==> src/rtl/res_pkg.sv <==
// res_pkg: state encoding and shared defaults for the reservoir frame sequencer.
package res_pkg;
  localparam int NSAMP_DEF   = 64;
  localparam int WASHOUT_DEF = 8;
  localparam int PE_LAT_DEF  = 4;
  typedef enum logic [7:0] {
    ST_IDLE    = 8'b0000_0001,
    ST_CLR     = 8'b0000_0010,
    ST_FETCH   = 8'b0000_0100,
    ST_COMPUTE = 8'b0000_1000,
    ST_LOAD    = 8'b0001_0000,
    ST_EMIT    = 8'b0010_0000,
    ST_NEXT    = 8'b0100_0000,
    ST_DONE    = 8'b1000_0000
  } state_t;
endpackage

==> src/rtl/res_sequencer.sv <==
// res_sequencer: steps one frame of samples through fetch, compute, feedback-load and emit phases.
module res_sequencer
  import res_pkg::*;
#(
  parameter int ADDR_W  = 6,
  parameter int NSAMP   = NSAMP_DEF,
  parameter int ROM_LAT = 1,
  parameter int PE_LAT  = PE_LAT_DEF,
  parameter int WASHOUT = WASHOUT_DEF
) (
  input  logic              clk,
  input  logic              rst,
  input  logic              start,
  input  logic              abort,
  output logic [ADDR_W-1:0] rom_addr,
  output logic              pe_ce,
  output logic              fb_clr,
  output logic              fb_load,
  output logic              out_valid,
  input  logic              out_ready,
  output logic              busy,
  output logic              done,
  output logic              aborted
);
  localparam int CNT_W = $clog2(ROM_LAT > PE_LAT ? ROM_LAT : PE_LAT) + 1;
  state_t state;
  logic [CNT_W-1:0] cnt;
  logic emit, last;
  assign emit = {1'b0, rom_addr} >= (ADDR_W+1)'(WASHOUT);
  assign last = rom_addr == ADDR_W'(NSAMP - 1);
  // outputs are registered alongside the state they belong to
  always_ff @(posedge clk or posedge rst)
    if (rst) begin
      state     <= ST_IDLE;
      cnt       <= '0;
      rom_addr  <= '0;
      pe_ce     <= 1'b0;
      fb_clr    <= 1'b0;
      fb_load   <= 1'b0;
      out_valid <= 1'b0;
      busy      <= 1'b0;
      done      <= 1'b0;
      aborted   <= 1'b0;
    end else begin
      pe_ce   <= 1'b0;
      fb_clr  <= 1'b0;
      fb_load <= 1'b0;
      done    <= 1'b0;
      if (abort && state != ST_IDLE && state != ST_DONE) begin
        state     <= ST_DONE;
        out_valid <= 1'b0;
        done      <= 1'b1;
        aborted   <= 1'b1;
      end else
        case (state)
          ST_IDLE:
            if (start && !abort) begin
              state    <= ST_CLR;
              rom_addr <= '0;
              fb_clr   <= 1'b1;
              busy     <= 1'b1;
            end
          ST_CLR: begin
            state <= ST_FETCH;
            cnt   <= CNT_W'(ROM_LAT - 1);
          end
          ST_FETCH:
            if (cnt == '0) begin
              state <= ST_COMPUTE;
              cnt   <= CNT_W'(PE_LAT - 1);
              pe_ce <= 1'b1;
            end else cnt <= cnt - 1'b1;
          ST_COMPUTE:
            if (cnt == '0) begin
              state   <= ST_LOAD;
              fb_load <= 1'b1;
            end else begin
              cnt   <= cnt - 1'b1;
              pe_ce <= 1'b1;
            end
          ST_LOAD: begin
            state     <= emit ? ST_EMIT : ST_NEXT;
            out_valid <= emit;
          end
          ST_EMIT:
            if (out_ready) begin
              state     <= ST_NEXT;
              out_valid <= 1'b0;
            end
          ST_NEXT:
            if (last) begin
              state <= ST_DONE;
              done  <= 1'b1;
            end else begin
              state    <= ST_FETCH;
              rom_addr <= rom_addr + 1'b1;
              cnt      <= CNT_W'(ROM_LAT - 1);
            end
          default: begin
            state   <= ST_IDLE;
            busy    <= 1'b0;
            aborted <= 1'b0;
          end
        endcase
    end
endmodule

==> config.mk <==
export PLATFORM = sky130hd
export DESIGN_NAME = res_sequencer
export DESIGN_NICKNAME = d
export VERILOG_FILES = /design/src/rtl/res_pkg.sv /design/src/rtl/res_sequencer.sv
export SDC_FILE = /design/constraint.sdc
export NUM_CORES = 1
export LEC_CHECK = 0
export BUFFER_PORTS_ARGS = -buffer_cell sky130_fd_sc_hd__buf_2
export CORE_MARGIN = 2
export CORE_UTILIZATION = 45
export CTS_CLUSTER_DIAMETER = 40
export DETAILED_ROUTE_END_ITERATION = 8
export GPL_TIMING_DRIVEN = 0
export PLACE_DENSITY = 0.78
export SLEW_MARGIN = 30
export SYNTH_ARGS = -nofsm -noshare
export SYNTH_HDL_FRONTEND = slang
export SYNTH_SLANG_ARGS = --single-unit
==> constraint.sdc <==
create_clock -name clk -period 2.15 [get_ports clk]
set_input_delay 0.43 -clock clk [delete_from_list [all_inputs] [get_ports clk]]
set_output_delay 0.43 -clock clk [all_outputs]
set_load 0.02 [all_outputs]
# --- After elaboration in Yosys (flattened, before gate mapping) ---
# Index checks and enable logic that the tools add are counted.
totals:
  register_bits: 24
  in_bits: 5
  elab_cells: 82
classes:
  add_sub_neg: 2
  n_lt_le_gt_ge: 1
  eq_ne: 18
  n_mux: 34
  bitwise_logic: 2
  reduce_logical: 15
ops:
  columns: ["op", "n"]
  rows:
  - ["$pmux 8 s7", 1]
  - ["$mux 8", 6]
  - ["$mux 1", 16]
  - ["$mux 6", 2]
  - ["$ne 3x3->1 const B", 4]
  - ["$pmux 3 s4", 1]
  - ["$pmux 6 s2", 1]
  - ["$reduce_and 4->1", 3]
  - ["$mux 3", 3]
  - ["$eq 8x1->1 const B", 1]
  - ["$eq 8x2->1 const B", 1]
  - ["$eq 8x3->1 const B", 1]
  - ["$eq 8x4->1 const B", 1]
  - ["$eq 8x5->1 const B", 1]
  - ["$eq 8x6->1 const B", 1]
  - ["$eq 8x7->1 const B", 1]
  - ["$ne 8x1->1 const B", 1]
  - ["$ne 8x8->1 const B", 1]
  - ["$mux 7", 1]
  - ["$reduce_or 7->1", 1]
  - ["$add 6x1->6 const B", 1]
  - ["$eq 6x6->1 const B", 1]
  - ["$ge 6x4->1 const B", 1]
  - ["$ne 2x2->1 const B", 3]
  - ["13 further kinds", 18]

# --- Logic depth before layout (Yosys ltp) ---
# Gate-level depths: netlist (run 1).
depth:
  depth_word: 5
  depth_mapped: 8

# --- Worst setup path after synthesis (run 1) ---
# No wires, ideal clock.
synth_path:
  path_kind: "reg2reg"
  from: "reg state[2]"
  to: "reg cnt[0]"
  t_arrival_ns: 2.254
  required_time_ns: 2.024
  path_slack_ns: -0.230
  path_stages_with_launch: 7
  period_less_slack_ns: 2.380
  path_cell_list: "dfrtp_1 > buf_6 > or4_4 > o41ai_4 > o21ai_2 > or3_4 > a221o_1"
synth_between:
  elab_chain_len: 5
synth_rtl:
  columns: ["item", "line", "text"]
  rows:
  - ["start: declaration", "res_sequencer.sv:26", "state_t state;"]
  - ["start signal: assignment", "res_sequencer.sv:82", "state <= emit ? ST_EMIT : ST_NEXT;"]
  - ["$ne 8x1->1", "res_sequencer.sv:49", "if (abort && state != ST_IDLE && state != ST_DONE) begin"]
  - ["$logic_and 1x1->1 (2 in a row)", "res_sequencer.sv:49", null]
  - ["$not 1->1 (no source line)", null, null]
  - ["$reduce_and 4->1 (no source line)", null, null]
  - ["end signal: assignment", "res_sequencer.sv:65", "cnt <= CNT_W'(ROM_LAT - 1);"]
  - ["end signal: assignment", "res_sequencer.sv:70", "cnt <= CNT_W'(PE_LAT - 1);"]
  - ["end signal: assignment", "res_sequencer.sv:72", "end else cnt <= cnt - 1'b1;"]
  - ["end: declaration", "res_sequencer.sv:27", "logic [CNT_W-1:0] cnt;"]
# Parallel ways exist; a longest one is shown, timed or not.
# A chain may end at the register's enable or synchronous reset.

# --- Worst setup path after layout (run 1) ---
# Ends and elaborated chain as after synthesis.

==> results.md, run 1 <==
- Inserted Clock Buffers: 3
- Max-cap viol count: 0
- Dpl ws: -365 ps
- Top cell type by total area after synthesis: dfrtp_1
- Outcome: finished, violations left
- Kind of critical path: register to register
- Pleak: 0.843 nW
- Final ANT Viol Nets: 0
- First-pass GRT wire length: between 6 and 7 mm
- Final Power: ~1.8 mW
- # DRC: 0
- Cell row count: 20
- CP required: about 2400 ps
- Slew headroom: 0.646
- Initial Utilization: 0.476
- Post-synthesis register bit count: 24
- Grt ovf: 0
- Power Density: between 900 and 1000 nW/µm²
- Synth top area cells: dfrtp_1 39%, ha_1 3.4%, nand3_1 3.1%, mux2i_1 2.7%, nand2_1 2.6%
- Cells along the critical path: or4_4 -> o41ai_4 -> o21ai_2 -> or3_4 -> a221o_1
- First-pass DRT Iterations: 4
- # H-tree levels: 1
- Vias/cell: approximately 5.8
- Vias in the first global route: approximately 1300
- Post-DP Area: 1610 µm²
- EDFF count, synth: 0
- Ys Warns: 0
- Worst-margin pin slew: 531 ps
- Port Buf Inserts: 17
- Ports: 18
- Largest fanout on the critical path: 3
- Nets: about 200
- Pin count of the biggest net entering global routing: 25
- Reg clk slew, reported paths: 140 ps
- CTS tree: built
- Crit share post-route: 1.03
- Final core occ: 0.596
- Avg Cell Area, Syn: between 9 and 10 µm²
- Core ar.: roughly 3000 µm²
- Post-synth top area share: 0.393
- N_diodes: 0
- Seq/Total Area, Yosys: 0.411
- CTS Sinks: 24
- Critical R2R Launch: state[2]
- Slew Viols, Final: 0
- DR vias: roughly 1300
- Post-synth ARST share: 1.00
- Arrival @ worst endpoint: roughly 2500 ps
- Most frequent cells after synthesis: 23 x dfrtp_1, 10 x nand2_1, 9 x nand3_1
- RSZ-0062 raised after global routing: true
- FMAX: ~0.45 GHz
- Routed wire length: around 3.7 mm
- Die X: 61.1 µm
- Most common flop cell mapped by yosys: dfrtp_1
- Post-Layout Cell Count: 229
- Hpwl dp: approximately 2.4 mm
- PnR worst setup slack: -70.6 ps
- Fin crit period: about 2200 ps
- CP max-delay cell: or4_4
- Cell variety after synth: 51
- Clock latency at the later pin of the worst-skew pair: about 330 ps
- Worst Setup SP: state[2]
- Critical path capture point type: register
- Placed Cells: about 220
- Clock Path Buffers: 2
- Final instance area: about 1800 µm²
- Initial antenna violation count: 0
- Gp weighted congestion: slightly below 0.9
- Max incr delay on CP: 570 ps
- Hold Buf Count CTS: 0
- Max VDD drop: roughly 590 µV
- Root Buffer: clkbuf_4
- Endpoints failing setup: 1
- WL/cell: ~16 µm
- Hold Path Class: input pin to async pin
- Failing checks: setup timing
- Most frequent cell after synthesis: dfrtp_1
- Die area: approximately 3700 µm²
- Drt initial violations: 68
- Die height: about 61 µm
- Setup Skew: ~3.4 ps
- Worst setup SP type: register
- Layout cells sized above 1: 0.346
- Synth Net Count: between 150 and 200
- Area Growth Syn to Fin: 25.3%
- Global Route Usage Sum: 0.221
- Synthesized instance count: around 150
- Synthesized area: roughly 1500 µm²
- Final Hold Viols: 0
## cell families after synthesis
kind of cell,count (synthesis),synth area share
buffers and inverters,15,0.0470
and+or+nand+nor,66,0.265
AOI/OAI and AO/OA,36,0.184
adders and majority gates,4,0.0342
DFF,24,0.411
muxes,5,0.0350
xor gates and xnor gates,4,0.0239
## critical path, delay by kind of cell (launching register included)
| kind | cells | cell delay (ps) |
|---|---|---|
| AND/OR/NAND/NOR | 2 | 910 |
| AO/OA/AOI/OAI | 3 | 750 |
| flip-flops | 1 | 440 |
## state kept, by name, indices dropped and copies added (netlist names)
name / cells
done: 1
state: 8
fb_load: 1
aborted: 1
pe_ce: 1
busy: 1
out_valid: 1
rom_addr: 6
cnt: 3
fb_clr: 1
## metrics by stage
step | hold slack, ps | setup TNS, ps
after floorplan | 444 | -153
after CTS | 312 | -772
final | 105 | -70.6
after detailed placement | 481 | -2370
after global placement | 463 | -2080
after global routing | 143 | -286
## worst paths after layout
kind                            endpoint  slack (ps)  cells past startpoint
worst max register to register    cnt[0]         -70                      5
min in group clk                state[5]         450                      4
worst min-delay path                done         100                      2
max in group asynchronous       state[6]        1670                      2
worst min register to register   aborted         510                      2
worst max-delay path              cnt[0]         -70                      5
## report_power, final
group / switching [mW] / internal (mW)
Clock: 0.150 / 0.189
Combinational: 0.501 / 0.341
Sequential: 0.102 / 0.534
Total: 0.753 / 1.06
## layout by cell type (no fill, tap or decap), types with 3 or more instances in the layout
cell,n
or3_1,3
a41oi_1,3
nand2b_1,5
ha_1,4
nor2_1,7
xor2_1,3
nand2_1,10
nor3_1,4
mux2i_1,4
o21ai_0,6
buf_2,17
clkbuf_4,3
nand3_1,8
inv_1,6
buf_4,17
dfrtp_1,20
a31oi_1,3
and3_2,3
a21oi_1,6
dfrtp_2,3
nor4_1,3
## metal layers
metal  share of wire  GRT usage
met5               0          0
met4           0.017     0.0963
met3           0.066     0.0294
met2            0.52      0.381
met1            0.40      0.278
## final cells by class
class / count / area [µm²]
repair buffers: 34 / 213
multi-input cells: 115 / 880
plain buffers: 1 / 3.75
clock buffers: 3 / 22.5
flip-flops and latches: 24 / 606
inverters: 7 / 26.3
clock inverters: 1 / 30.0
fillers: 246 / 1240
well taps: 44 / 55.1
## repair_timing
action / in CTS / in global routing
hold endpoints to repair: 0 / 0
setup endpoints to repair: 12 / 13
buffers inserted: 11 / 6
pin swaps: 6 / 7
gates cloned: 0 / 0
resized for setup: 10 / 11
Power figures use the tool's default switching activity.
==> run 2, diff against run 1 <==
--- a/config.mk
+++ b/config.mk
@@ -6,7 +6,7 @@
 export NUM_CORES = 1
 export LEC_CHECK = 0
 export BUFFER_PORTS_ARGS = -buffer_cell sky130_fd_sc_hd__buf_2
-export CORE_MARGIN = 2
+export CORE_MARGIN = 3
 export CORE_UTILIZATION = 45
 export CTS_CLUSTER_DIAMETER = 40
 export DETAILED_ROUTE_END_ITERATION = 8
==> run 2 against run 1 <==
The flow still finishes with violations (setup timing). Hold slack better by 34 ps. First-iteration DRC count is 12% lower. Sequential share of layout area up 0.068 points. Count of clock-buffer cells in the layout stayed put. Final cell count rose by 0.44%. Critical endpoint is now cnt[1]. Largest power group unchanged.
==> results.md, run 2 (synthesis results as in run 1) <==
- CTS Sinks: 24 (unchanged)
- # DRC: 0 (unchanged)
- CTS tree: built
- Gp weighted congestion: 0.830 (-7.0%)
- Post-DP Area: 1610 µm² (unchanged)
- Area Growth Syn to Fin: 25.0%
- Final instance area: 1830 µm² (-0.20%)
- DR vias: 1371 (+2.9%)
- Hold Buf Count CTS: 0 (unchanged)
- # H-tree levels: 1 (unchanged)
- Die height: 63.1 µm (+3.3%)
- Kind of critical path: register to register
- Root Buffer: clkbuf_4
- Switching Share: 0.408 (-0.00659)
- Die area: 3980 µm² (+6.7%)
- Worst hold slack: 139 ps (+33.9 ps)
- N_diodes: 0 (unchanged)
- Hpwl dp: 2.37 mm (+0.57%)
- Drt initial violations: 60 (-12%)
- Global Route Usage Sum: 0.197 (-0.0240)
- First-pass GRT wire length: 6.33 mm (+3.9%)
- Outcome: finished, violations left
- Dpl ws: -344 ps (+20.9 ps)
- Final Power: 1.83 mW (+0.74%)
- Crit share post-route: 1.04 (+0.0116)
- Core ar.: 3080 µm² (unchanged)
- Worst-case reg-to-reg path depth: 7 (+2)
- Layout cells sized above 1: 0.344 (-0.00186)
- Vias/cell: 5.96 (+2.5%)
- Initial Utilization: 0.476 (unchanged)
- Fin crit period: 2250 ps (+25.0 ps)
- R2R Setup Slk: -100 ps (-20 ps)
- Inserted Clock Buffers: 3 (unchanged)
- Failing checks: setup timing
- Grt ovf: 0 (unchanged)
- Power Density: 1000 nW/µm² (+0.95%)
- Hold Path Class: input pin to async pin
- Final Hold Viols: 0 (unchanged)
- Final ANT Viol Nets: 0 (unchanged)
- Slew headroom: 0.419 (-0.227)
- Worst-margin pin slew: 866 ps (+335 ps)
- Pleak: 0.850 nW (+0.72%)
- Setup Skew: 15.1 ps (+11.8 ps)
- RSZ-0062 raised after global routing: true
- Critical register-to-register path endpoint: cnt[1]
- Cell row count: 20 (unchanged)
- Final core occ: 0.595 (-0.00122)
- PnR worst setup slack: -95.6 ps (-25.0 ps)
- Worst setup SP type: register
- WL/cell: 16.3 µm (+0.83%)
- Switching power total: 0.747 mW (-0.86%)
- Reg clk slew, reported paths: 150 ps (about the same)
- Most frequent cells in the layout: 20 x dfrtp_1, 17 x buf_2, 17 x buf_4
- Vias in the first global route: 1362 (+4.0%)
- Die X: 63.1 µm (+3.3%)
- Arrival @ worst endpoint: 2480 ps (+30 ps)
- Largest fanout on the critical path: 4 (+1)
- FMAX: 0.445 GHz (-1.1%)
- Combinational Power Share: 0.472 (+0.008)
- Most common cell after layout, fill and taps aside: dfrtp_1
- First-pass DRT Iterations: 4 (unchanged)
- Clock Power Share: 0.185 (about the same)
- Initial antenna violation count: 0 (unchanged)
- Ports: 18 (unchanged)
- Max-cap viol count: 0 (unchanged)
- Routed wire length: 3.76 mm (+1.3%)
- CP required: 2390 ps (about the same)
- Port Buf Inserts: 17 (unchanged)
- Clock Path Buffers: 2 (unchanged)
- Pint: 1.08 mW (+1.9%)
- Nets: 196 (+0.51%)
- Critical path capture point type: register
- Max VDD drop: 648 µV (+9.9%)
- Max reg flops: 8 (unchanged)
- Clock latency at the later pin of the worst-skew pair: 330 ps (about the same)
- Critical R2R Launch: state[2]
- Largest registers: state (8), rom_addr (6), cnt (3)
- Pin count of the biggest net entering global routing: 25 (unchanged)
- Slew Viols, Final: 0 (unchanged)
- Endpoints failing setup: 3 (+2)
- Sequential share of power: 0.344 (-0.006)
- Most flops, register: state
-- run 2: final cells by class --
class | instances | area, µm²
Fill cell | 250 | 1250
Buffer | 1 | 3.75
Clock buffer | 3 | 22.5
Sequential cell | 24 | 606
Clock inverter | 1 | 30.0
Inverter | 7 | 26.3
Tap cell | 44 | 55.1
Timing Repair Buffer | 35 | 224
Multi-Input combinational cell | 115 | 865
-- run 2: per-layer routing --
layer / wire length, µm / global-route usage
met3: 269 / 0.0303
met2: 1880 / 0.325
met5: 0 / 0
met1: 1470 / 0.248
met4: 140 / 0.105
-- run 2: repair_timing --
item,CTS,global route
resized for setup,8,12
setup endpoints to repair,12,14
setup buffers,12,6
pin swaps,7,7
-- run 2: power groups by stage --
stage / clock network, mW / logic, mW / registers [mW]
after detailed placement: 0 / 0.678 / 0.586
final: 0.339 / 0.863 / 0.629
after global routing: 0.359 / 0.939 / 0.637
after CTS: 0.340 / 0.809 / 0.592
after floorplan: 0 / 0.467 / 0.624
after global placement: 0 / 0.659 / 0.581
-- run 2: per-stage QoR --
stage               std cells  TNS [ps]
detailed placement        215     -2370
floorplan                 154      -153
global placement          215     -1980
finish                    230      -221
CTS                       229      -657
global route              230      -674
-- run 2: critical path, stage by stage, from the launching register on --
cell and delay, ps:
dfrtp_2 460, or4_4 570, o41ai_4 280, o21ai_2 140, or3_4 350, buf_4 140, buf_6 110, mux2i_1 100
-- run 2: worst max-delay path by stage --
stage                              to  slack, ps  startpoint  cells past startpoint
after floorplan                cnt[0]       -150    state[2]                      6
after global placement    rom_addr[4]       -320    state[3]                      6
after detailed placement       cnt[0]       -340    state[2]                      6
after CTS                      cnt[0]       -240    state[3]                      6
after global routing           cnt[0]       -180    state[2]                      5
final                          cnt[1]       -100    state[2]                      7
==> run 3, diff against run 2 <==
--- a/config.mk
+++ b/config.mk
@@ -6,12 +6,14 @@
 export NUM_CORES = 1
 export LEC_CHECK = 0
 export BUFFER_PORTS_ARGS = -buffer_cell sky130_fd_sc_hd__buf_2
+export CELL_PAD_IN_SITES_DETAIL_PLACEMENT = 0
+export CELL_PAD_IN_SITES_GLOBAL_PLACEMENT = 1
 export CORE_MARGIN = 3
-export CORE_UTILIZATION = 45
+export CORE_UTILIZATION = 40
 export CTS_CLUSTER_DIAMETER = 40
 export DETAILED_ROUTE_END_ITERATION = 8
 export GPL_TIMING_DRIVEN = 0
-export PLACE_DENSITY = 0.78
+export PLACE_DENSITY = 0.86
 export SLEW_MARGIN = 30
 export SYNTH_ARGS = -nofsm -noshare
 export SYNTH_HDL_FRONTEND = slang
==> run 3 against run 2 <==
Clock skew decreased by 12 ps. The run still ends with setup timing left. Final cell count unchanged. Via count is 3.4% lower. First-iteration DRC count increased by 20%. Sequential power is 0.6% lower. Combinational power decreased by 8.8%. Sequential cell count did not move. Die area up 11%. Clock power shrank 6.5%. Non-clock buffer count down 2. Routed wire length decreased by 2.8%. Largest power group unchanged. Sequential share of layout area rose by 0.55 points. Critical path type unchanged.
==> results.md, run 3 (synthesis results as in run 1) <==
- Fin crit period: 2280 ps (+31.6 ps)
- Failing checks: setup timing
- Root Buffer: clkbuf_8
- Vias/cell: 5.76 (-3.4%)
- CP max-delay cell: or4_4
- Final ANT Viol Nets: 0 (unchanged)
- N_diodes: 0 (unchanged)
- CTS Sinks: 24 (unchanged)
- Largest fanout on the critical path: 4 (unchanged)
- Critical path capture point type: register
- CTS tree: built
- Max reg flops: 8 (unchanged)
- Cell family with most CP delay: simple AND/OR/NAND/NOR gates
- Die area: 4420 µm² (+11%)
- Pleak: 0.832 nW (-2.0%)
- WL/cell: 15.9 µm (-2.8%)
- Final Power: 1.73 mW (-5.6%)
- Initial Utilization: 0.426 (-0.0504)
- Worst hold slack: 182 ps (+43.9 ps)
- Ports: 18 (unchanged)
- Max-cap viol count: 0 (unchanged)
- Kind of critical path: register to register
- Hold Buf Count CTS: 0 (unchanged)
- Endpoints failing setup: 4 (+1)
- Worst setup SP type: register
- First-pass DRT Iterations: 4 (unchanged)
- Arrival @ worst endpoint: 2430 ps (-50 ps)
- Setup Skew: 2.71 ps (-12.4 ps)
- Placed Cells: 217 (+0.93%)
- Most flops, register: state
- Gp weighted congestion: 0.867 (+4.4%)
- Inserted Clock Buffers: 3 (unchanged)
- Area Growth Syn to Fin: 22.7%
- Buf+Inv Stages, Crit Path: 1 (-1)
- Fillers: 322 (+29%)
- Slew headroom: 0.612 (+0.193)
- DR vias: 1324 (-3.4%)
- Largest registers: state (8), rom_addr (6), cnt (3)
- CP required: 2310 ps (-80 ps)
- Max incr delay on CP: 500 ps (-70 ps)
- Clock Path Buffers: 2 (unchanged)
- Grt ovf: 0 (unchanged)
- Slew Viols, Final: 0 (unchanged)
- Nets: 194 (-1.0%)
- # DRC: 0 (unchanged)
- Crit share post-route: 1.06 (+0.0147)
- Routed wire length: 3.65 mm (-2.8%)
- Global Route Usage Sum: 0.176 (-0.0218)
- Outcome: finished, violations left
- Hold Path Class: input pin to async pin
- Worst path depth: 6 (-1)
- Drt initial violations: 72 (+20%)
- Most frequent cells in the layout: 21 x dfrtp_1, 17 x buf_2, 14 x buf_4
- Pin count of the biggest net entering global routing: 25 (unchanged)
- PnR worst setup slack: -127 ps (-31.6 ps)
- Hpwl dp: 2.40 mm (+1.3%)
- # H-tree levels: 1 (unchanged)
- Initial antenna violation count: 0 (unchanged)
- Power Density: 961 nW/µm² (-3.8%)
- Max VDD drop: 547 µV (-16%)
- Reg clk slew, reported paths: 90 ps (-60 ps)
- First-pass GRT wire length: 6.03 mm (-4.8%)
- Die height: 66.5 µm (+5.5%)
- Vias in the first global route: 1293 (-5.1%)
- Final core occ: 0.522 (-0.0728)
- Cell row count: 21 (+5.0%)
- Clock latency at the later pin of the worst-skew pair: 270 ps (-60 ps)
- Port Buf Inserts: 17 (unchanged)
- Layout cells sized above 1: 0.310 (-0.0343)
- Most common cell after layout, fill and taps aside: dfrtp_1
- Post-Layout Cell Count: 230 (unchanged)
- Worst-margin pin slew: 582 ps (-283 ps)
- RSZ-0062 raised after global routing: true
- FMAX: 0.439 GHz (-1.4%)
- Die X: 66.5 µm (+5.5%)
- Cells along the critical path: buf_6 -> or4_4 -> o41ai_4 -> o21ai_2 -> or3_4 -> a221o_1
- Final Hold Viols: 0 (unchanged)
- Worst-case reg-to-reg path depth: 6 (-1)
- Core ar.: 3440 µm² (+12%)
## run 3: area by class of cell
type	instances	area [µm²]	area share
plain buffers	3	18.8	0.0104
inverters	7	26.3	0.0146
flip-flops and latches	24	604	0.336
clock buffers	4	55.1	0.0306
multi-input cells	115	846	0.470
repair buffers	31	190	0.106
well taps	46	57.6	0.0320
## run 3: where the power goes
group	switching [mW]	total, mW	leakage [nW]	internal, mW
combinational	0.470	0.787	0.482	0.316
sequential	0.0917	0.625	0.321	0.533
clock	0.153	0.317	0.0288	0.164
## run 3: repair_timing
item	CTS	global route
pin swaps	6	4
buffers inserted	9	5
resized for setup	10	7
setup endpoints to repair	12	15
## run 3: final timing paths
path / start / to / slack [ps]
max in group asynchronous: rst / state[1] / 1580
min in group clk: aborted / aborted / 490
setup reg to reg: state[6] / cnt[0] / -130
hold / removal: rst / cnt[0] / 180
setup / recovery: state[6] / cnt[0] / -130
hold reg to reg: aborted / aborted / 490
## run 3: stage by stage
| stage | setup WS [ps] | TNS, ps | cell area [µm²] |
|---|---|---|---|
| floorplan | -153 | -153 | 1470 |
| global placement | -373 | -2720 | 1610 |
| detailed placement | -397 | -2830 | 1610 |
| CTS | -243 | -735 | 1770 |
| global route | -195 | -702 | 1800 |
| finish | -127 | -160 | 1800 |
## run 3: per-layer routing
layer  up-vias  global-route usage  part of all wire
met5         -                   0                 0
met4         0              0.0736             0.015
met3         9              0.0253             0.051
met2        31               0.270              0.48
met1       650               0.245              0.45
li1        634                   -                 -
